--- src/rtl/axi_lite_ctrl_regs.sv ---
// axi_lite_ctrl_regs: AXI4-Lite control/status register file for the HDC accelerator.
// Define HPU_PERF_COUNTER_EN to add the run-time cycle counter (CYC word).
module axi_lite_ctrl_regs #(
    parameter int ADDR_W = 12,
    parameter int NREG   = 4,
    parameter int NSTAT  = 4
) (
    input  logic                  S_AXI_ACLK,
    input  logic                  S_AXI_ARESETN,
    input  logic [ADDR_W-1:0]     S_AXI_AWADDR,
    input  logic                  S_AXI_AWVALID,
    output logic                  S_AXI_AWREADY,
    input  logic [31:0]           S_AXI_WDATA,
    input  logic [3:0]            S_AXI_WSTRB,
    input  logic                  S_AXI_WVALID,
    output logic                  S_AXI_WREADY,
    output logic [1:0]            S_AXI_BRESP,
    output logic                  S_AXI_BVALID,
    input  logic                  S_AXI_BREADY,
    input  logic [ADDR_W-1:0]     S_AXI_ARADDR,
    input  logic                  S_AXI_ARVALID,
    output logic                  S_AXI_ARREADY,
    output logic [31:0]           S_AXI_RDATA,
    output logic [1:0]            S_AXI_RRESP,
    output logic                  S_AXI_RVALID,
    input  logic                  S_AXI_RREADY,
    output logic [32*NREG-1:0]    ctrl_o,
    output logic                  run,
    output logic                  com,
    input  logic [32*NSTAT-1:0]   stat_i,
    input  logic                  done_i,
    output logic                  irq
);

    localparam int IW     = ADDR_W - 2;
    localparam int SR_IDX = NREG + NSTAT;
`ifdef HPU_PERF_COUNTER_EN
    localparam int LAST_IDX = SR_IDX + 1;
`else
    localparam int LAST_IDX = SR_IDX;
`endif

    typedef enum logic [2:0] {
        W_IDLE,
        W_ADDR,
        W_DATA,
        W_COMMIT,
        W_RESP
    } w_state_t;

    typedef enum logic [1:0] {
        R_IDLE,
        R_FETCH,
        R_RESP
    } r_state_t;

    w_state_t        w_state;
    w_state_t        w_next;
    r_state_t        r_state;
    r_state_t        r_next;

    logic            aw_take;
    logic            w_take;
    logic            ar_take;
    logic            commit;
    logic            wr_err;

    logic [IW-1:0]   wr_idx;
    logic [31:0]     wdata;
    logic [3:0]      wstrb;
    logic [1:0]      bresp;

    logic [IW-1:0]   rd_idx;
    logic [31:0]     rdata;
    logic [1:0]      rresp;
    logic [31:0]     rd_data;
    logic            rd_err;

    logic [31:0]     ctrl_q [NREG];
    logic [31:0]     ctrl_d [NREG];
    logic            done_q;
    logic            done_d;
    logic            irq_en_q;
    logic            irq_en_d;
    logic            irq_q;

    logic            unused_addr;
    assign unused_addr = ^{S_AXI_AWADDR[1:0], S_AXI_ARADDR[1:0]};

    // Readies are gated so every output is low while reset is held
    assign S_AXI_AWREADY = S_AXI_ARESETN &&
                           (w_state == W_IDLE || w_state == W_DATA);
    assign S_AXI_WREADY  = S_AXI_ARESETN &&
                           (w_state == W_IDLE || w_state == W_ADDR);
    assign S_AXI_BVALID  = (w_state == W_RESP);
    assign S_AXI_BRESP   = bresp;
    assign S_AXI_ARREADY = S_AXI_ARESETN && (r_state == R_IDLE);
    assign S_AXI_RVALID  = (r_state == R_RESP);
    assign S_AXI_RDATA   = rdata;
    assign S_AXI_RRESP   = rresp;

    assign run    = ctrl_q[0][0];
    assign com    = ctrl_q[0][1];
    assign irq    = irq_q;
    assign commit = (w_state == W_COMMIT);
    assign wr_err = (wr_idx > IW'(LAST_IDX));

    for (genvar k = 0; k < NREG; k++) begin : g_ctrl
        assign ctrl_o[32*k +: 32] = ctrl_q[k];
    end

    always_comb begin
        w_next  = w_state;
        aw_take = 1'b0;
        w_take  = 1'b0;
        unique case (w_state)
            W_IDLE: begin
                if (S_AXI_AWVALID && S_AXI_WVALID) begin
                    aw_take = 1'b1;
                    w_take  = 1'b1;
                    w_next  = W_COMMIT;
                end else if (S_AXI_AWVALID) begin
                    aw_take = 1'b1;
                    w_next  = W_ADDR;
                end else if (S_AXI_WVALID) begin
                    w_take  = 1'b1;
                    w_next  = W_DATA;
                end
            end
            W_ADDR: begin
                if (S_AXI_WVALID) begin
                    w_take = 1'b1;
                    w_next = W_COMMIT;
                end
            end
            W_DATA: begin
                if (S_AXI_AWVALID) begin
                    aw_take = 1'b1;
                    w_next  = W_COMMIT;
                end
            end
            W_COMMIT: w_next = W_RESP;
            W_RESP: begin
                if (S_AXI_BREADY) w_next = W_IDLE;
            end
            default: w_next = W_IDLE;
        endcase
    end

    always_ff @(posedge S_AXI_ACLK or negedge S_AXI_ARESETN) begin
        if (!S_AXI_ARESETN) begin
            w_state <= W_IDLE;
            wr_idx  <= '0;
            wdata   <= '0;
            wstrb   <= '0;
            bresp   <= 2'b00;
        end else begin
            w_state <= w_next;
            if (aw_take) wr_idx <= S_AXI_AWADDR[ADDR_W-1:2];
            if (w_take) begin
                wdata <= S_AXI_WDATA;
                wstrb <= S_AXI_WSTRB;
            end
            if (commit) bresp <= wr_err ? 2'b10 : 2'b00;
        end
    end

    always_comb begin
        for (int k = 0; k < NREG; k++) ctrl_d[k] = ctrl_q[k];
        done_d   = done_q;
        irq_en_d = irq_en_q;
        if (commit) begin
            for (int k = 0; k < NREG; k++) begin
                if (wr_idx == IW'(k)) begin
                    for (int b = 0; b < 4; b++) begin
                        if (wstrb[b]) ctrl_d[k][8*b +: 8] = wdata[8*b +: 8];
                    end
                end
            end
            if (wr_idx == IW'(SR_IDX) && wstrb[0]) begin
                if (wdata[0]) done_d = 1'b0;
                irq_en_d = wdata[1];
            end
        end
        // Completion overrides a same-edge W1C of done and a write of run
        if (done_i) begin
            done_d = 1'b1;
            if (ctrl_q[0][2]) ctrl_d[0][0] = 1'b0;
        end
    end

    always_ff @(posedge S_AXI_ACLK or negedge S_AXI_ARESETN) begin
        if (!S_AXI_ARESETN) begin
            for (int k = 0; k < NREG; k++) ctrl_q[k] <= '0;
            done_q   <= 1'b0;
            irq_en_q <= 1'b0;
            irq_q    <= 1'b0;
        end else begin
            for (int k = 0; k < NREG; k++) ctrl_q[k] <= ctrl_d[k];
            done_q   <= done_d;
            irq_en_q <= irq_en_d;
            irq_q    <= done_q & irq_en_q;
        end
    end

`ifdef HPU_PERF_COUNTER_EN
    logic [31:0] cyc_q;

    // Cleared on the edge where run rises, then counts cycles spent with run high
    always_ff @(posedge S_AXI_ACLK or negedge S_AXI_ARESETN) begin
        if (!S_AXI_ARESETN) begin
            cyc_q <= '0;
        end else if (ctrl_d[0][0] && !ctrl_q[0][0]) begin
            cyc_q <= '0;
        end else if (ctrl_q[0][0] && cyc_q != 32'hFFFF_FFFF) begin
            cyc_q <= cyc_q + 32'd1;
        end
    end
`endif

    always_comb begin
        rd_data = '0;
        rd_err  = 1'b1;
        for (int k = 0; k < NREG; k++) begin
            if (rd_idx == IW'(k)) begin
                rd_data = ctrl_q[k];
                rd_err  = 1'b0;
            end
        end
        for (int k = 0; k < NSTAT; k++) begin
            if (rd_idx == IW'(NREG + k)) begin
                rd_data = stat_i[32*k +: 32];
                rd_err  = 1'b0;
            end
        end
        if (rd_idx == IW'(SR_IDX)) begin
            rd_data = {23'd0, ctrl_q[0][0], 6'd0, irq_en_q, done_q};
            rd_err  = 1'b0;
        end
`ifdef HPU_PERF_COUNTER_EN
        if (rd_idx == IW'(SR_IDX + 1)) begin
            rd_data = cyc_q;
            rd_err  = 1'b0;
        end
`endif
    end

    always_comb begin
        r_next  = r_state;
        ar_take = 1'b0;
        unique case (r_state)
            R_IDLE: begin
                if (S_AXI_ARVALID) begin
                    ar_take = 1'b1;
                    r_next  = R_FETCH;
                end
            end
            R_FETCH: r_next = R_RESP;
            R_RESP: begin
                if (S_AXI_RREADY) r_next = R_IDLE;
            end
            default: r_next = R_IDLE;
        endcase
    end

    always_ff @(posedge S_AXI_ACLK or negedge S_AXI_ARESETN) begin
        if (!S_AXI_ARESETN) begin
            r_state <= R_IDLE;
            rd_idx  <= '0;
            rdata   <= '0;
            rresp   <= 2'b00;
        end else begin
            r_state <= r_next;
            if (ar_take) rd_idx <= S_AXI_ARADDR[ADDR_W-1:2];
            if (r_state == R_FETCH) begin
                rdata <= rd_data;
                rresp <= rd_err ? 2'b10 : 2'b00;
            end
        end
    end

endmodule

--- config.mk ---
export PLATFORM = sky130hd
export DESIGN_NAME = axi_lite_ctrl_regs
export DESIGN_NICKNAME = d
export VERILOG_FILES = /design/src/rtl/axi_lite_ctrl_regs.sv
export SDC_FILE = /design/constraint.sdc
export NUM_CORES = 1
export LEC_CHECK = 0
export BUFFER_PORTS_ARGS = -buffer_cell sky130_fd_sc_hd__buf_4
export CORE_MARGIN = 2
export CORE_UTILIZATION = 40
export DETAILED_ROUTE_END_ITERATION = 12
export HOLD_SLACK_MARGIN = 0.06
export PLACE_DENSITY_LB_ADDON = 0.12
export SYNTH_ARGS = -nofsm -noshare
export SYNTH_HDL_FRONTEND = slang
export SYNTH_SLANG_ARGS = --single-unit
--- constraint.sdc ---
create_clock -name S_AXI_ACLK -period 2.3 [get_ports S_AXI_ACLK]
set_input_delay 0.345 -clock S_AXI_ACLK [delete_from_list [all_inputs] [get_ports S_AXI_ACLK]]
set_output_delay 0.345 -clock S_AXI_ACLK [all_outputs]
set_load 0.01 [all_outputs]
== Word level (Yosys, flattened, before mapping) ==
Index checks and enable logic that the tools add are counted.
Storage, ports and cells
  bits in registers: 228
  input port bits: 196
  word-level logic and storage cells: 152
Cells by class
  order comparisons: 1
  equal/unequal tests: 24
  multiplexer cells: 63
  bitwise logic cells: 1
  reductions and logical operators: 34
Operator list (count)
  $mux 32: 12
  $mux 97: 1
  $mux 8: 12
  $reduce_and 3->1: 17
  $eq 10x2->1 const B: 4
  $eq 10x3->1 const B: 4
  $mux 1: 24
  $eq 10x1->1 const B: 2
  $eq 10x4->1 const B: 2
  $logic_not 10->1: 2
  $mux 3: 6
  $pmux 3 s5: 1
  $gt 10x4->1 const B: 1
  $mux 2: 4
  $eq 3x2->1 const B: 2
  $ne 2x2->1 const B: 3
  $pmux 2 s3: 1
  $reduce_bool 2->1: 3
  $logic_and 1x1->1: 5
  $ne 2x1->1 const B: 2
  $ne 4x3->1 const B: 1
  $pmux 1 s2: 2
  $reduce_and 2->1: 2
  $reduce_and 4->1: 1
  8 further kinds: 9

== Longest topological paths before layout ==
  depth after elaboration: 11
  depth in mapped cells: 7

== Worst setup path before layout ==
OpenSTA, ideal clock, no wires.
  kind: reg-to-reg
  from: reg wr_idx[2]
  to: reg ctrl_q, in the netlist ctrl_o[100]
  library setup time: 0.125 ns
  arrival: 1.902 ns
  required time: 2.175 ns
  slack: 0.273 ns
  cell stages (with the launch flop): 5
  path buffers: 0
  cell sequence: dfrtp_1 > or4b_2 > nor4_4 > nand3_2 > mux2_2
On the way
  cells in the longest elaborated chain, start to end: 2
RTL lines
  start, declared: line 68  | logic [IW-1:0] wr_idx;
  start signal, assigned: line 159  | if (aw_take) wr_idx <= S_AXI_AWADDR[ADDR_W-1:2];
  $eq 10x2->1: line 174  | if (wr_idx == IW'(k)) begin
  $reduce_and 3->1 (no line)
  end, declared: line 79  | logic [31:0] ctrl_q [NREG];
No other way between the ends.
A chain may end at the register's enable or synchronous reset.

== Worst setup path in the final report ==
  from: reg wr_idx[2]
  to: reg ctrl_q, in the netlist ctrl_o[32]
On the way
  cells in the longest elaborated chain, start to end: 2
RTL lines (line)
  $eq 10x1->1: 174
  $reduce_and 3->1 (no line)
No other way between the ends.

==> impl_metrics.csv <==
group,metric,value,unit
yosys,synth_seq_area_share,0.516,
drt,routedWlPerCell,21.8,µm
yosys,synth-adder-area-share,0,
yosys,ys.flop_type,"dfrtp_1",
final_layout,final_nets,1479,
floorplanning,dieArea,28700,µm²
critical_path,end_kind,"flip-flop",
yosys,synthMuxAreaShare,0.288,
sta,finalCriticalPeriod,2.22,ns
yosys,synth_area_per_cell,12.9,µm²
clock_tree,clk_pin_slew,0.06,ns
final_layout,fillCellCount,2329,
sta,fmax,450,MHz
floorplanning,fp.dieH,169,µm
critical_path,critPathMaxFanout,8,
run_status,status,"finished clean",
grt,grt_max_degree,135,
sta,fin_worst_skew,0.0151,ns
power,power,13.7,mW
placed_design,dpl.hpwl,26200,µm
floorplanning,core,27000,µm²
sta,rsz0062_at_grt,"yes",
power,vdd_drop_max,0.000591,V
yosys,synth_top_family_by_area,"multiplexers",
yosys,netlist_instances,852,
drt,detail-route-antenna-nets,0,
grt,grt_usage,0.247,
yosys,synth_edf_count,0,
clock_tree,htreeDepth,1,
sta,slew-limit-headroom,0.503,
floorplanning,dieWidth,169,µm
yosys,synthSimpleGateAreaFrac,0.0890,
yosys,yosys_warnings,0,
critical_path,crit_required,2.70,ns
drt,viasPerCell,5.34,
critical_path,r2r_slack,0.08,ns
clock_tree,cts_buffer_depth,3,
final_layout,synthToLayoutAreaGrowth,44.0,%
sta,hold_viol,0,
clock_tree,cts_tree,"built",
final_layout,layout-drive-gt1-share,0.532,
yosys,ys_types,47,
final_layout,final_cell_count_no_fill,1642,
critical_path,worstPathCellList,"or4b_2, nor4_4, buf_4, nand2_2, mux2_2",
critical_path,slowest_stage,"or4b_2",
clock_tree,clk_root_buffer_cell,"clkbuf_16",
sta,finalSetupViolCount,0,
grt,overflow,0,
worst_hold_path,hold_class,"in -> reg",
drt,first_iter_violations,513,
grt,grt_pass1_wl,53900,µm
critical_path,cp.arrival,2.62,ns
power,power_density,869,nW/µm²
critical_path,slowest_delay,0.75,ns
drt,first_pass_iters,5,
yosys,synth_seq_cells,226,
clock_tree,clock-sinks,226,
floorplanning,num_rows,60,
drt,drc,0,
flow_run,cap_violations,0,
placed_design,place_congestion,0.829,
sta,fin_crit_sh,0.966,
yosys,synth_compound_area_frac,0.0840,
yosys,synth_xor_area_frac,0,
critical_path,critical_path_class,"reg -> reg",
placed_design,portBuffers,361,
floorplanning,initial_core_util,0.406,
floorplanning,ios,368,
drt,totalWireLength,35800,µm
power,leakage,7.63,nW
sta,tightest_slew,0.745,ns
grt,grt_antenna_before_repair,0,
sta,slew_viol_final,0,
placed_design,dp.cells,1544,
final_layout,antennaDiodeCount,0,
grt,grt_pass1_vias,8965,
drt,dr_total_vias,8766,
final_layout,final_util,0.585,
critical_path,crit_family,"simple AND/OR/NAND/NOR gates",
critical_path,cp-start-kind,"flip-flop",
clock_tree,cts_buffers,25,
clock_tree,clkLatencyLatePin,0.52,ns
yosys,synthesis.area,11000,µm²
critical_path,crit_buf_inv,1,
yosys,async_reset_ff_frac,1.00,
==> final cells by class <==
class                      count  area, µm²  area share
clock buffer                  37        731      0.0463
tap                          341        427      0.0270
clock inverter                 8       96.3     0.00611
sequential                   226       5660       0.359
multi-input combinational    568       5090       0.322
timing repair buffer         460       3770       0.239
inverter                       2       7.51    0.000476
==> repair_timing <==
item / in CTS / in global routing
setup buffers: 0 / 1
resized for setup: 0 / 1
hold buffers: 52 / 0
endpoints found under the hold margin: 88 / 0
setup endpoints to repair: 0 / 24
==> cell usage after synthesis, drive strengths merged, types with 2 or more instances <==
| master | number | area share |
|---|---|---|
| and4b | 2 | 0.0018 |
| a21oi | 36 | 0.016 |
| clkbuf | 35 | 0.012 |
| mux2 | 191 | 0.20 |
| a2bb2oi | 3 | 0.0024 |
| nand2b | 10 | 0.0057 |
| o21ai | 37 | 0.017 |
| or4b | 2 | 0.0018 |
| mux2i | 39 | 0.036 |
| or4 | 2 | 0.0014 |
| nor4 | 8 | 0.0073 |
| mux4 | 27 | 0.056 |
| a22oi | 28 | 0.019 |
| nor3b | 4 | 0.0027 |
| nand2 | 39 | 0.014 |
| nand3 | 38 | 0.018 |
| dfrtp | 226 | 0.52 |
| a221o | 3 | 0.0027 |
| buf | 22 | 0.010 |
| nor4b | 4 | 0.0032 |
| inv | 2 | 0.00069 |
| nor2b | 30 | 0.017 |
| nor2 | 21 | 0.0099 |
| nor3 | 2 | 0.0014 |
| a21o | 2 | 0.0014 |
| a211o | 27 | 0.022 |
==> cell usage in the layout (no fill, tap or decap), types with 30 or more instances in the layout <==
cell type / instances
dlygate4sd3_1: 52
nor2b_1: 30
mux2_2: 191
a21oi_1: 36
o21ai_0: 32
nand3_1: 37
nand2_1: 37
dfrtp_1: 224
buf_4: 393
mux2i_1: 39
==> sequential cells by signal, indices dropped and copies added, names as in the netlist, 2 cells and up <==
| register | count |
|---|---|
| wr_idx | 10 |
| rd_idx | 10 |
| ctrl_o | 127 |
| w_state | 3 |
| r_state | 2 |
| wdata | 32 |
| S_AXI_RDATA | 32 |
| wstrb | 4 |
==> final timing paths <==
check	to	depth (start not counted)	from
hold reg to reg	S_AXI_RDATA[16]	2	S_AXI_RDATA[16]
min in group asynchronous	wdata[22]	2	S_AXI_ARESETN
hold / removal	rd_idx[6]	2	S_AXI_ARADDR[8]
max in group asynchronous	rd_idx[1]	3	S_AXI_ARESETN
setup / recovery	ctrl_o[32]	5	wr_idx[2]
setup reg to reg	ctrl_o[32]	5	wr_idx[2]
==> through the flow <==
step	hold WS, ns	worst slack [ns]	setup TNS [ns]	instance area, µm²
after global routing	0.0642	-0.0313	-0.361	15800
after global placement	0.167	0.0870	0	14400
after CTS	0.0613	0.0603	0	15800
after floorplan	0.0494	0.273	0	11000
after detailed placement	0.176	0.0674	0	14400
final	0.0745	0.0772	0	15800
==> cell families (layout without fill, tap and decap cells) <==
logic type | count (synthesis) | count (layout)
buffers and inverters | 59 | 507
flip-flops | 226 | 226
other | 1 | 2
AND/OR/NAND/NOR | 169 | 169
multiplexers | 257 | 257
AO/OA/AOI/OAI | 140 | 140
==> metal layers <==
| layer | GRT usage | share of wire | wire length (µm) | vias to the layer above |
|---|---|---|---|---|
| met2 | 0.410 | 0.48 | 17200 | 312 |
| met5 | 0 | 0 | 0 | - |
| met4 | 0.0695 | 0.027 | 975 | 0 |
| met1 | 0.323 | 0.42 | 14900 | 4359 |
| li1 | - | - | - | 4039 |
| met3 | 0.0595 | 0.076 | 2720 | 56 |
==> where the power goes <==
part	internal (mW)	total [mW]	switching [mW]
clock network	2.41	4.04	1.63
registers	4.63	5.39	0.758
logic	2.12	4.28	2.16
total	9.16	13.7	4.54
Note: power is estimated with default switching activity, not from simulation.
